===== config.mk =====
export PLATFORM = sky130hd
export DESIGN_NAME = fetch_decode_fsm
export DESIGN_NICKNAME = d
export VERILOG_FILES = /design/src/rtl/core_pkg.sv /design/src/rtl/opcode_decoder.sv /design/src/rtl/fetch_decode_fsm.sv
export SDC_FILE = /design/constraint.sdc
export NUM_CORES = 1
export LEC_CHECK = 0
export ABC_CLOCK_PERIOD_IN_PS = 2800
export BUFFER_PORTS_ARGS = -buffer_cell sky130_fd_sc_hd__buf_2
export CORE_UTILIZATION = 45
export CTS_CLUSTER_SIZE = 25
export DETAILED_ROUTE_END_ITERATION = 8
export GPL_TIMING_DRIVEN = 0
export PLACE_DENSITY = 0.75
export SLEW_MARGIN = 20
export SYNTH_ARGS = -nofsm -noshare
export SYNTH_HDL_FRONTEND = slang
export SYNTH_SLANG_ARGS = --single-unit
export TNS_END_PERCENT = 50

===== constraint.sdc =====
create_clock -name clk -period 2.8 [get_ports clk]
set_input_delay 0.28 -clock clk [delete_from_list [all_inputs] [get_ports clk]]
set_output_delay 0.28 -clock clk [all_outputs]
set_load 0.02 [all_outputs]

===== src/rtl/core_pkg.sv =====
// -----------------------------------------------------------------------------
// core_pkg
// Shared definitions for the RV64F multi-cycle core front end:
//   - fetch/decode FSM state encodings (legacy-compatible localparams)
//   - RV opcode indices (insn[6:2]) used to address the one-hot code vector
//   - trap-cause encodings reported by the fetch/decode stage
// No ports; imported with "import core_pkg::*;".
// -----------------------------------------------------------------------------
package core_pkg;

  // Fetch/decode FSM states
  localparam int unsigned STATE_W = 3;
  localparam logic [STATE_W-1:0] ST_IDLE      = 3'd0;
  localparam logic [STATE_W-1:0] ST_FETCH     = 3'd1;
  localparam logic [STATE_W-1:0] ST_DECODE    = 3'd2;
  localparam logic [STATE_W-1:0] ST_ISSUE     = 3'd3;
  localparam logic [STATE_W-1:0] ST_WAIT_EXEC = 3'd4;
  localparam logic [STATE_W-1:0] ST_HALT      = 3'd5;
  localparam logic [STATE_W-1:0] ST_TRAP      = 3'd6;

  // Opcode indices: insn[6:2] for 32-bit encodings (insn[1:0] == 2'b11)
  localparam logic [4:0] OPC_LOAD     = 5'd0;
  localparam logic [4:0] OPC_LOAD_FP  = 5'd1;
  localparam logic [4:0] OPC_OP_IMM   = 5'd4;
  localparam logic [4:0] OPC_AUIPC    = 5'd5;
  localparam logic [4:0] OPC_OP_IMM_W = 5'd6;
  localparam logic [4:0] OPC_STORE    = 5'd8;
  localparam logic [4:0] OPC_STORE_FP = 5'd9;
  localparam logic [4:0] OPC_OP       = 5'd12;
  localparam logic [4:0] OPC_LUI      = 5'd13;
  localparam logic [4:0] OPC_OP_W     = 5'd14;
  localparam logic [4:0] OPC_OP_FP    = 5'd20;
  localparam logic [4:0] OPC_BRANCH   = 5'd24;
  localparam logic [4:0] OPC_JALR     = 5'd25;
  localparam logic [4:0] OPC_JAL      = 5'd27;
  localparam logic [4:0] OPC_SYSTEM   = 5'd28;

  // Trap causes
  localparam logic [1:0] TRAP_NONE       = 2'b00;
  localparam logic [1:0] TRAP_ILLEGAL    = 2'b01;
  localparam logic [1:0] TRAP_MISALIGNED = 2'b10;

endpackage : core_pkg


===== src/rtl/opcode_decoder.sv =====
// -----------------------------------------------------------------------------
// opcode_decoder
// Purely combinational opcode decode: maps insn[6:2] to a one-hot 32-bit code
// vector. Anything without the 32-bit-encoding suffix (insn[1:0] != 11) is
// flagged illegal and decodes to an all-zero code.
// Ports:
//   insn_i     in  32  instruction word
//   code_o     out 32  one-hot opcode (1 << insn[6:2]), zero when illegal
//   illegal_o  out 1   insn[1:0] != 2'b11
// -----------------------------------------------------------------------------
module opcode_decoder (
  input  logic [31:0] insn_i,
  output logic [31:0] code_o,
  output logic        illegal_o
);

  // NOTE: every signal assigned in always_comb gets a value on every path
  // (here unconditionally up front) so no latch is inferred.
  always_comb begin
    illegal_o = (insn_i[1:0] != 2'b11);
    code_o    = '0;
    if (!illegal_o) begin
      code_o = 32'd1 << insn_i[6:2];
    end
  end

endmodule : opcode_decoder


===== src/rtl/fetch_decode_fsm.sv =====
// -----------------------------------------------------------------------------
// fetch_decode_fsm
// Front-end control stage of the multi-cycle RV64F core. Fetches the word at
// pc over a variable-latency imem handshake, decodes its opcode into a one-hot
// code, pulses start to the execute FSM and waits for exec_done. Misaligned
// fetches and illegal encodings trap; SYSTEM opcodes halt. Both are sticky
// until reset. Counts retired instructions.
// Ports:
//   clk         in   1      system clock
//   reset       in   1      synchronous, active-high reset
//   run         in   1      level enable for starting a fetch
//   pc          in   XLEN   current program counter
//   imem_rdata  in   32     instruction word, valid with imem_done
//   imem_done   in   1      memory completion pulse
//   exec_done   in   1      execute completion pulse
//   imem_start  out  1      memory request, held while in FETCH
//   imem_addr   out  XLEN   registered fetch address
//   insn        out  32     latched instruction
//   code        out  32     one-hot decoded opcode
//   start       out  1      one-cycle issue pulse
//   busy        out  1      not in IDLE/HALT/TRAP
//   halted      out  1      SYSTEM opcode reached
//   trap        out  1      illegal or misaligned fetch
//   trap_cause  out  2      01 illegal, 10 misaligned, 00 none
//   retired     out  CNT_W  completed-instruction count (wraps)
// -----------------------------------------------------------------------------
module fetch_decode_fsm
  import core_pkg::*;
#(
  parameter int unsigned XLEN  = 64,
  parameter int unsigned CNT_W = 64
) (
  input  logic             clk,
  input  logic             reset,
  input  logic             run,
  input  logic [XLEN-1:0]  pc,
  input  logic [31:0]      imem_rdata,
  input  logic             imem_done,
  input  logic             exec_done,
  output logic             imem_start,
  output logic [XLEN-1:0]  imem_addr,
  output logic [31:0]      insn,
  output logic [31:0]      code,
  output logic             start,
  output logic             busy,
  output logic             halted,
  output logic             trap,
  output logic [1:0]       trap_cause,
  output logic [CNT_W-1:0] retired
);

  logic [STATE_W-1:0] state_q, state_d;
  logic [XLEN-1:0]    addr_q, addr_d;
  logic [31:0]        insn_q, insn_d;
  logic [31:0]        code_q, code_d;
  logic [1:0]         cause_q, cause_d;
  logic [CNT_W-1:0]   retired_q, retired_d;

  logic [31:0] dec_code;
  logic        dec_illegal;

  // Decode always looks at the latched word, so DECODE sees a stable input
  // regardless of what imem_rdata does after the handshake.
  opcode_decoder u_dec (
    .insn_i    (insn_q),
    .code_o    (dec_code),
    .illegal_o (dec_illegal)
  );

  always_comb begin
    state_d   = state_q;
    addr_d    = addr_q;
    insn_d    = insn_q;
    code_d    = code_q;
    cause_d   = cause_q;
    retired_d = retired_q;

    case (state_q)
      ST_IDLE: begin
        // pc is sampled here, one cycle after exec_done, so the datapath's
        // pc update for the previous instruction is already visible.
        if (run) begin
          if (pc[1:0] != 2'b00) begin
            state_d = ST_TRAP;
            cause_d = TRAP_MISALIGNED;
          end else begin
            state_d = ST_FETCH;
            addr_d  = pc;
          end
        end
      end

      ST_FETCH: begin
        if (imem_done) begin
          insn_d  = imem_rdata;
          state_d = ST_DECODE;
        end
      end

      ST_DECODE: begin
        // dec_code is already zero for an illegal encoding; a SYSTEM opcode
        // still publishes its code bit before halting.
        code_d = dec_code;
        if (dec_illegal) begin
          state_d = ST_TRAP;
          cause_d = TRAP_ILLEGAL;
        end else if (insn_q[6:2] == OPC_SYSTEM) begin
          state_d = ST_HALT;
        end else begin
          state_d = ST_ISSUE;
        end
      end

      ST_ISSUE: state_d = ST_WAIT_EXEC;

      ST_WAIT_EXEC: begin
        // run is not consulted here: a started instruction always completes,
        // and IDLE decides whether to refetch.
        if (exec_done) begin
          retired_d = retired_q + CNT_W'(1);
          state_d   = ST_IDLE;
        end
      end

      ST_HALT, ST_TRAP: state_d = state_q;

      default: state_d = ST_IDLE;
    endcase
  end

  // NOTE: sequential state uses non-blocking assignments only, so every
  // register samples the pre-edge values of the others.
  always_ff @(posedge clk) begin
    if (reset) begin
      state_q   <= ST_IDLE;
      addr_q    <= '0;
      insn_q    <= '0;
      code_q    <= '0;
      cause_q   <= TRAP_NONE;
      retired_q <= '0;
    end else begin
      state_q   <= state_d;
      addr_q    <= addr_d;
      insn_q    <= insn_d;
      code_q    <= code_d;
      cause_q   <= cause_d;
      retired_q <= retired_d;
    end
  end

  // All outputs come from registers or from state decode only.
  assign imem_start = (state_q == ST_FETCH);
  assign imem_addr  = addr_q;
  assign insn       = insn_q;
  assign code       = code_q;
  assign start      = (state_q == ST_ISSUE);
  assign busy       = (state_q != ST_IDLE) && (state_q != ST_HALT) &&
                      (state_q != ST_TRAP);
  assign halted     = (state_q == ST_HALT);
  assign trap       = (state_q == ST_TRAP);
  assign trap_cause = cause_q;
  assign retired    = retired_q;

endmodule : fetch_decode_fsm


==> impl_results.md, run 1 <==
* Status: finished clean
* CTS Sinks at 197
* Multi-input gate area at 0.00355 mm2
* Rows at 47
* Nature of the critical path endpoint: register
* Initial antenna violation count at 1
* Worst path required time at 3.16 ns
* I/O pins at 300
* RSZ-0062 raised after global routing: false
* Worst hold path cell count at 3
* Fin. Hold Viols at 0
* DR iter-0 viols at 385
* Die Area at 0.0178 mm2
* Leak at 4.24 nW
* Fraction of layout cells with a size suffix above 1 at 27.2%
* DIE HEIGHT at 133 um
* H-tree Lvls at 4
* Worst Path Arrival at 2.91 ns
* Worst-Margin Slew at 0.749 ns
* Max Clock Skew at 0.0112 ns
* Area grow syn2layout at 30.3%
* DIE WIDTH at 133 um
* CP Launch Type: register
* GRT overflow at 0
* Max Cap Viol at 0
* Post-Synthesis Cell Area at 0.00776 mm2
* Fillcell total at 1537
* Register area at 0.00394 mm2
* Synth Flop Type: dfxtp_1
* Hpwl dp at 17100 um
* Slowest stage delay, CP at 0.49 ns
* DRT Wirelength at 22900 um
* Slew headroom at 49.8%
* DRC at 0
* Final Power at 0.00574 W
* Ys async rst share at 0%
* Worst path slowest cell: or4_1
* Initial Util at 46.5%
* R2R cell count at 8
* Worst-path cell chain: ha_1 -> nor4bb_2 -> and4_1 -> buf_4 -> nand4_1 -> buf_2 -> or4_1 -> a21oi_1
* Setup TNS at 0 ns
* Setup slack at placement at 0.212 ns
* Synthesized Nets at 1054
* Yosys reg bits at 197
* Vias per inst at 5.26
* CP Class: register to register
* Routed vias at 7899
* Cell area after layout at 0.0101 mm2
* Crit path max fanout at 19
* Post-synthesis sequential area ratio at 50.8%
* Vias in the first global route at 7232
* Max Root-Sink Buffers at 2
* Count of final setup violators at 0
* WL per Instance at 15.2 um
* Final #Nets at 1370
* Area after DPL at 0.00953 mm2
* Peak VDD IR at 0.424 mV
* Max-slew violation count at 0
* CTS Hold Buffers Added at 0
* Post-Syn Area per Cell at 8.16 um2
* Pre-antenna DRT Iters at 5
* Ys Warns at 0
* FMAX at 392 MHz
* Placer Congestion at 0.866
* Setup WS post-layout at 0.248 ns
* Pin count of the biggest net entering global routing at 20
* Core Box Area at 0.0167 mm2
* CTS root buf: clkbuf_16
* TritonCTS Buffers at 17
* Final worst path period need at 2.55 ns
* CTS tree: built
* CTS clk-pin slew, worst paths at 0.08 ns
* Pwr dens at 568 mW/mm2
* Post-synth cell types at 42
* Post-synth EDFFs at 0
* Remaining antenna violation count after routing at 0
* Clock latency on the worst-skew pair at 0.44 ns
* Tot GR Track Use at 25.3%
* Port Buf Inserts at 298
* Final period util at 91.1%
* Worst hold-check path type: primary input to register
* Gate Count Post-Synth at 952
* First-pass GRT wire length at 35700 um
## timing repair
item | CTS | global route
endpoints found under the setup margin | 0 | 4
setup buffers | 0 | 0
endpoints found under the hold margin | 0 | 0
gates resized for setup | 0 | 2
## routing by layer
layer / vias up / wire length (um) / global-route usage, %
met2: 310 / 11000 / 43.0
met5: - / 0 / 0
met3: 29 / 1740 / 6.66
li1: 3908 / - / -
met1: 3652 / 9730 / 30.7
met4: 0 / 412 / 9.15
## power by group
part / switching, W / internal, W
clock network: 0.00117 / 0.00121
registers: 0.0000340 / 0.00285
logic: 0.000320 / 0.000163
total: 0.00152 / 0.00422
## synth_stat cells (all sizes together) (6+ instances only)
| master | n | area share (%) |
|---|---|---|
| and3 | 7 | 0.56 |
| nand2 | 213 | 10 |
| a22oi | 31 | 3.0 |
| nand3 | 25 | 1.6 |
| dfxtp | 197 | 51 |
| nor2 | 91 | 4.4 |
| a21oi | 128 | 8.3 |
| nor2b | 7 | 0.56 |
| inv | 8 | 0.39 |
| xor2 | 19 | 2.1 |
| nor3 | 12 | 0.90 |
| xnor2 | 14 | 1.6 |
| nand4 | 30 | 2.5 |
| o21ai | 24 | 1.5 |
| and4 | 8 | 0.93 |
| and2 | 6 | 0.48 |
| clkbuf | 55 | 2.7 |
| o31ai | 9 | 0.87 |
| or4 | 10 | 0.97 |
| nor4 | 6 | 0.76 |
| or3 | 24 | 1.9 |
| buf | 7 | 0.63 |
## path summary, 6_finish.rpt
path                              from                   endpoint  slack (ns)
min                     imem_rdata[14]      insn[14]$_SDFFE_PP0P_        0.07
max reg2reg    retired[0]$_SDFFE_PP0P_   retired[56]$_SDFFE_PP0P_        0.25
max            retired[0]$_SDFFE_PP0P_   retired[56]$_SDFFE_PP0P_        0.25
min reg2reg  imem_addr[3]$_SDFFE_PP0P_  imem_addr[3]$_SDFFE_PP0P_        0.45
## cells by family after synthesis
group           after synthesis  synth area share (%)
mux                           3                 0.419
fa+ha+maj                     1                 0.161
compound gates              195                  14.0
xor+xnor                     33                  3.72
simple gates                453                  27.3
buf+inv                      70                  3.67
flops                       197                  50.8
## sequential cells by signal (all words and copies together) (netlist names)
| register | flops |
|---|---|
| imem_addr | 64 |
| insn | 32 |
| trap_cause | 2 |
| code | 32 |
| retired | 64 |
| state_q | 3 |
## cells in the final DEF, fill, tap and decap left out, drive strengths merged, types with 5 or more instances in the layout
cell,count
a21oi,128
a22oi,31
and2,6
and3,7
and4,8
buf,305
clkbuf,72
clkinv,5
dfxtp,197
inv,16
nand2,213
nand2b,5
nand3,25
nand4,30
nor2,91
nor2b,7
nor3,12
nor4,6
o21ai,24
o31ai,9
or3,24
or4,10
xnor2,14
xor2,19
## critical path: cells and delay by family (launching register included)
family	cells	cell delay [ns]
fa+ha+maj	1	0.26
simple gates	4	1.20
compound gates	1	0.15
buf+inv	2	0.44
flops	1	0.43
## per-stage QoR
step                      cells  utilization, %  hold slack, ns
after floorplan             952               -           0.416
after detailed placement   1470            57.1           0.443
final                      1502            60.6          0.0725
after global routing       1502            60.6          0.0651
after CTS                  1502            60.5          0.0565
after global placement     1470            57.1           0.439
## layout make-up
type / count / area share (%)
antenna: 1 / 0.0247
sequential: 197 / 39.0
timing repair buffer: 298 / 14.7
inverter: 8 / 0.297
multi-input combinational: 685 / 35.1
clock buffer: 18 / 4.34
buffer: 61 / 2.49
clock inverter: 14 / 1.34
tap: 220 / 2.72
No activity file was read; power rests on OpenSTA's default activity.
==> run 2, diff against run 1 <==
--- a/config.mk
+++ b/config.mk
@@ -5,13 +5,14 @@
 export SDC_FILE = /design/constraint.sdc
 export NUM_CORES = 1
 export LEC_CHECK = 0
+export ABC_AREA = 1
 export ABC_CLOCK_PERIOD_IN_PS = 2800
 export BUFFER_PORTS_ARGS = -buffer_cell sky130_fd_sc_hd__buf_2
 export CORE_UTILIZATION = 45
 export CTS_CLUSTER_SIZE = 25
 export DETAILED_ROUTE_END_ITERATION = 8
 export GPL_TIMING_DRIVEN = 0
-export PLACE_DENSITY = 0.75
+export PLACE_DENSITY = 0.73
 export SLEW_MARGIN = 20
 export SYNTH_ARGS = -nofsm -noshare
 export SYNTH_HDL_FRONTEND = slang
==> run 2 against run 1 <==
Against the previous run: area after synthesis is 12% higher; synthesized cell count grew 34%; clock skew increased by 0.0020 ns; clock power is 8% higher; total power increased by 31%; flip-flop and latch count unchanged; sequential share of layout area down 3.6 points; highest routed layer is now met5.
==> impl_results.md, run 2 <==
* Gate Count Post-Synth at 1279 (was 952)
* Critical hold path startpoint: imem_rdata[11] (was imem_rdata[14])
* DIE HEIGHT at 141 um (was 133 um)
* Final period util at 69.3% (was 91.1%)
* Initial antenna violation count at 2 (was 1)
* Slew headroom at 52.0% (was 49.8%)
* Post-synthesis sequential area ratio at 45.2% (was 50.8%)
* Routed vias at 9572 (was 7899)
* Final #Nets at 1699 (was 1370)
* Post-CTS setup buffer count at 0 (unchanged)
* DRT Wirelength at 29000 um (was 22900 um)
* Synth Flop Type: dfxtp_1 (unchanged)
* Pwr dens at 676 mW/mm2 (was 568 mW/mm2)
* CP Class: register to register (unchanged)
* DRC at 0 (unchanged)
* CTS clk-pin slew, worst paths at 0.08 ns (about the same)
* Final worst path period need at 1.94 ns (was 2.55 ns)
* CTS Sinks at 197 (unchanged)
* WL per Instance at 15.5 um (was 15.2 um)
* DR iter-0 viols at 693 (was 385)
* H-tree Lvls at 4 (unchanged)
* CTS Hold Buffers Added at 0 (unchanged)
* Hpwl dp at 22600 um (was 17100 um)
* Die Area at 0.0199 mm2 (was 0.0178 mm2)
* Status: finished clean (unchanged)
* Peak VDD IR at 0.483 mV (was 0.424 mV)
* Top-count cell post-synth: nor2_1 (was nand2_1)
* Worst hold-check path type: primary input to register (unchanged)
* I/O pins at 300 (unchanged)
* Vias per inst at 5.11 (was 5.26)
* CTS root buf: clkbuf_16 (unchanged)
* Synth area leaders: dfxtp_1 45%, nor2_1 15%, nand2_1 10%, o21ai_0 6.6%, nand3_1 4.2% (was dfxtp_1 51%, nand2_1 10%, a21oi_1 8.3%, nor2_1 4.4%, a22oi_1 3.0%)
* RSZ-0062 raised after global routing: false (unchanged)
* GRT overflow at 0 (unchanged)
* Core Box Area at 0.0188 mm2 (was 0.0167 mm2)
* Synth area leader: dfxtp_1 (unchanged)
* Max-slew violation count at 0 (unchanged)
* Resize count post-CTS at 0 (unchanged)
* Crit path max fanout at 9 (was 19)
* Worst hold path cell count at 3 (unchanged)
* Met2 usage at 47.6% (was 43.0%)
* Leading cell type in the layout, fill and taps excluded: nor2_1 (was buf_2)
* Max Clock Skew at 0.0132 ns (was 0.0112 ns)
* GR Util met3 at 5.20% (was 6.66%)
* Pin count of the biggest net entering global routing at 19 (was 20)
* Rows at 50 (was 47)
* Grt peak-use layer: met2 (unchanged)
* DIE WIDTH at 141 um (was 133 um)
* Count of final setup violators at 0 (unchanged)
* Worst path required time at 3.14 ns (was 3.16 ns)
* Remaining antenna violation count after routing at 0 (unchanged)
* Clock latency on the worst-skew pair at 0.44 ns (about the same)
* Ys async rst share at 0% (unchanged)
* Synth cell count leaders: 350 x nor2_1, 236 x nand2_1, 197 x dfxtp_1 (was 213 x nand2_1, 197 x dfxtp_1, 128 x a21oi_1)
* Placer Congestion at 0.953 (was 0.866)
* Tot GR Track Use at 29.2% (was 25.3%)
* Yosys reg bits at 197 (unchanged)
* Initial Util at 46.3% (was 46.5%)
* Post-Synthesis Cell Area at 0.00872 mm2 (was 0.00776 mm2)
* FF-to-FF Start: retired[1]$_SDFFE_PP0P_ (was retired[0]$_SDFFE_PP0P_)
* Fraction of layout cells with a size suffix above 1 at 24.2% (was 27.2%)
* Nature of the critical path endpoint: register (unchanged)
* First-pass GRT wire length at 45100 um (was 35700 um)
* Top-area cell type share of the netlist area at 45.2% (was 50.8%)
* Max Root-Sink Buffers at 2 (unchanged)
* Post-synth cell types at 35 (was 42)
* Final Power at 0.00753 W (was 0.00574 W)
* R2R cell count at 10 (was 8)
* TritonCTS Buffers at 17 (unchanged)
* Commonest cells after routing, fill and taps aside: 350 x nor2_1, 306 x buf_2, 236 x nand2_1 (was 301 x buf_2, 213 x nand2_1, 197 x dfxtp_1)
* CTS tree: built (unchanged)
* Synthesized Nets at 1381 (was 1054)
* Pre-antenna DRT Iters at 6 (was 5)
* Leak at 4.95 nW (was 4.24 nW)
* Area grow syn2layout at 27.9% (was 30.3%)
* Worst Path Arrival at 2.28 ns (was 2.91 ns)
* CP Launch Type: register (unchanged)
* Worst Setup SP: retired[1]$_SDFFE_PP0P_ (was retired[0]$_SDFFE_PP0P_)
* Post-Syn Area per Cell at 6.82 um2 (was 8.16 um2)
* Worst-Margin Slew at 0.720 ns (was 0.749 ns)
* Met1 GRT Util at 38.4% (was 30.7%)
* FMAX at 516 MHz (was 392 MHz)
* Port Buf Inserts at 299 (was 298)
* Max Cap Viol at 0 (unchanged)
* Ys Warns at 0 (unchanged)
* Post-synth EDFFs at 0 (unchanged)
* Setup TNS at 0 ns (unchanged)
* Vias in the first global route at 8540 (was 7232)
* Fin. Hold Viols at 0 (unchanged)
run 2: final timing paths:
check,slack (ns),endpoint
hold reg to reg,0.44,imem_addr[0]$_SDFFE_PP0P_
hold / removal,0.06,insn[11]$_SDFFE_PP0P_
setup / recovery,0.86,retired[52]$_SDFFE_PP0P_
setup reg to reg,0.86,retired[52]$_SDFFE_PP0P_
run 2: routing by layer:
| metal | vias up | wire [um] |
|---|---|---|
| met5 | - | 17 |
| met2 | 396 | 13400 |
| met1 | 4355 | 12900 |
| li1 | 4756 | - |
| met4 | 2 | 699 |
| met3 | 63 | 1990 |
run 2: where the power goes:
group / internal, W / switching (W) / total, W / leakage [nW]
clock network: 0.00138 / 0.00118 / 0.00256 / 0.303
logic: 0.000540 / 0.00123 / 0.00177 / 3.05
registers: 0.00305 / 0.000158 / 0.00320 / 1.59
total: 0.00496 / 0.00257 / 0.00753 / 4.95
run 2: final cells by class:
type	count	area, um2
Clock inverter	13	163
Inverter	88	330
Buffer	47	219
Fill cell	1829	7680
Multi-Input combinational cell	947	4220
Timing Repair Buffer	299	1500
Antenna cell	2	5.00
Sequential cell	197	3940
Tap cell	260	325
Clock buffer	19	443
run 2: logic make-up (layout without fill, tap and decap cells):
kind of cell    after synthesis  in the layout  synth area share (%)
compound gates              190            190                  11.0
other cells                   0              2                     0
simple gates                751            751                  36.8
fa+ha+maj                     1              1                 0.144
buf+inv                     135            466                  6.30
flops                       197            197                  45.2
xor+xnor                      5              5                 0.502
run 2: per-stage QoR:
stage                     setup slack (ns)  cells  instance area [um2]  utilization [%]  hold slack (ns)
after global placement               0.790   1838                10500             56.0            0.430
final                                0.861   1872                11100             59.2           0.0596
after CTS                            0.879   1870                11100             59.2           0.0521
after global routing                 0.709   1871                11100             59.2           0.0592
after floorplan                       1.10   1279                 8720                -            0.415
after detailed placement             0.727   1838                10500             56.0            0.432
run 2: worst max-delay path, cell delays in order, from the launching register on:
cell and delay, ns:
dfxtp_1 0.38, ha_1 0.18, inv_1 0.08, nor2_4 0.16, nand2_2 0.15, nor2_8 0.21, nand3_1 0.10, nor2_1 0.34
nand3_1 0.12, nand2_1 0.08, nor2_1 0.04
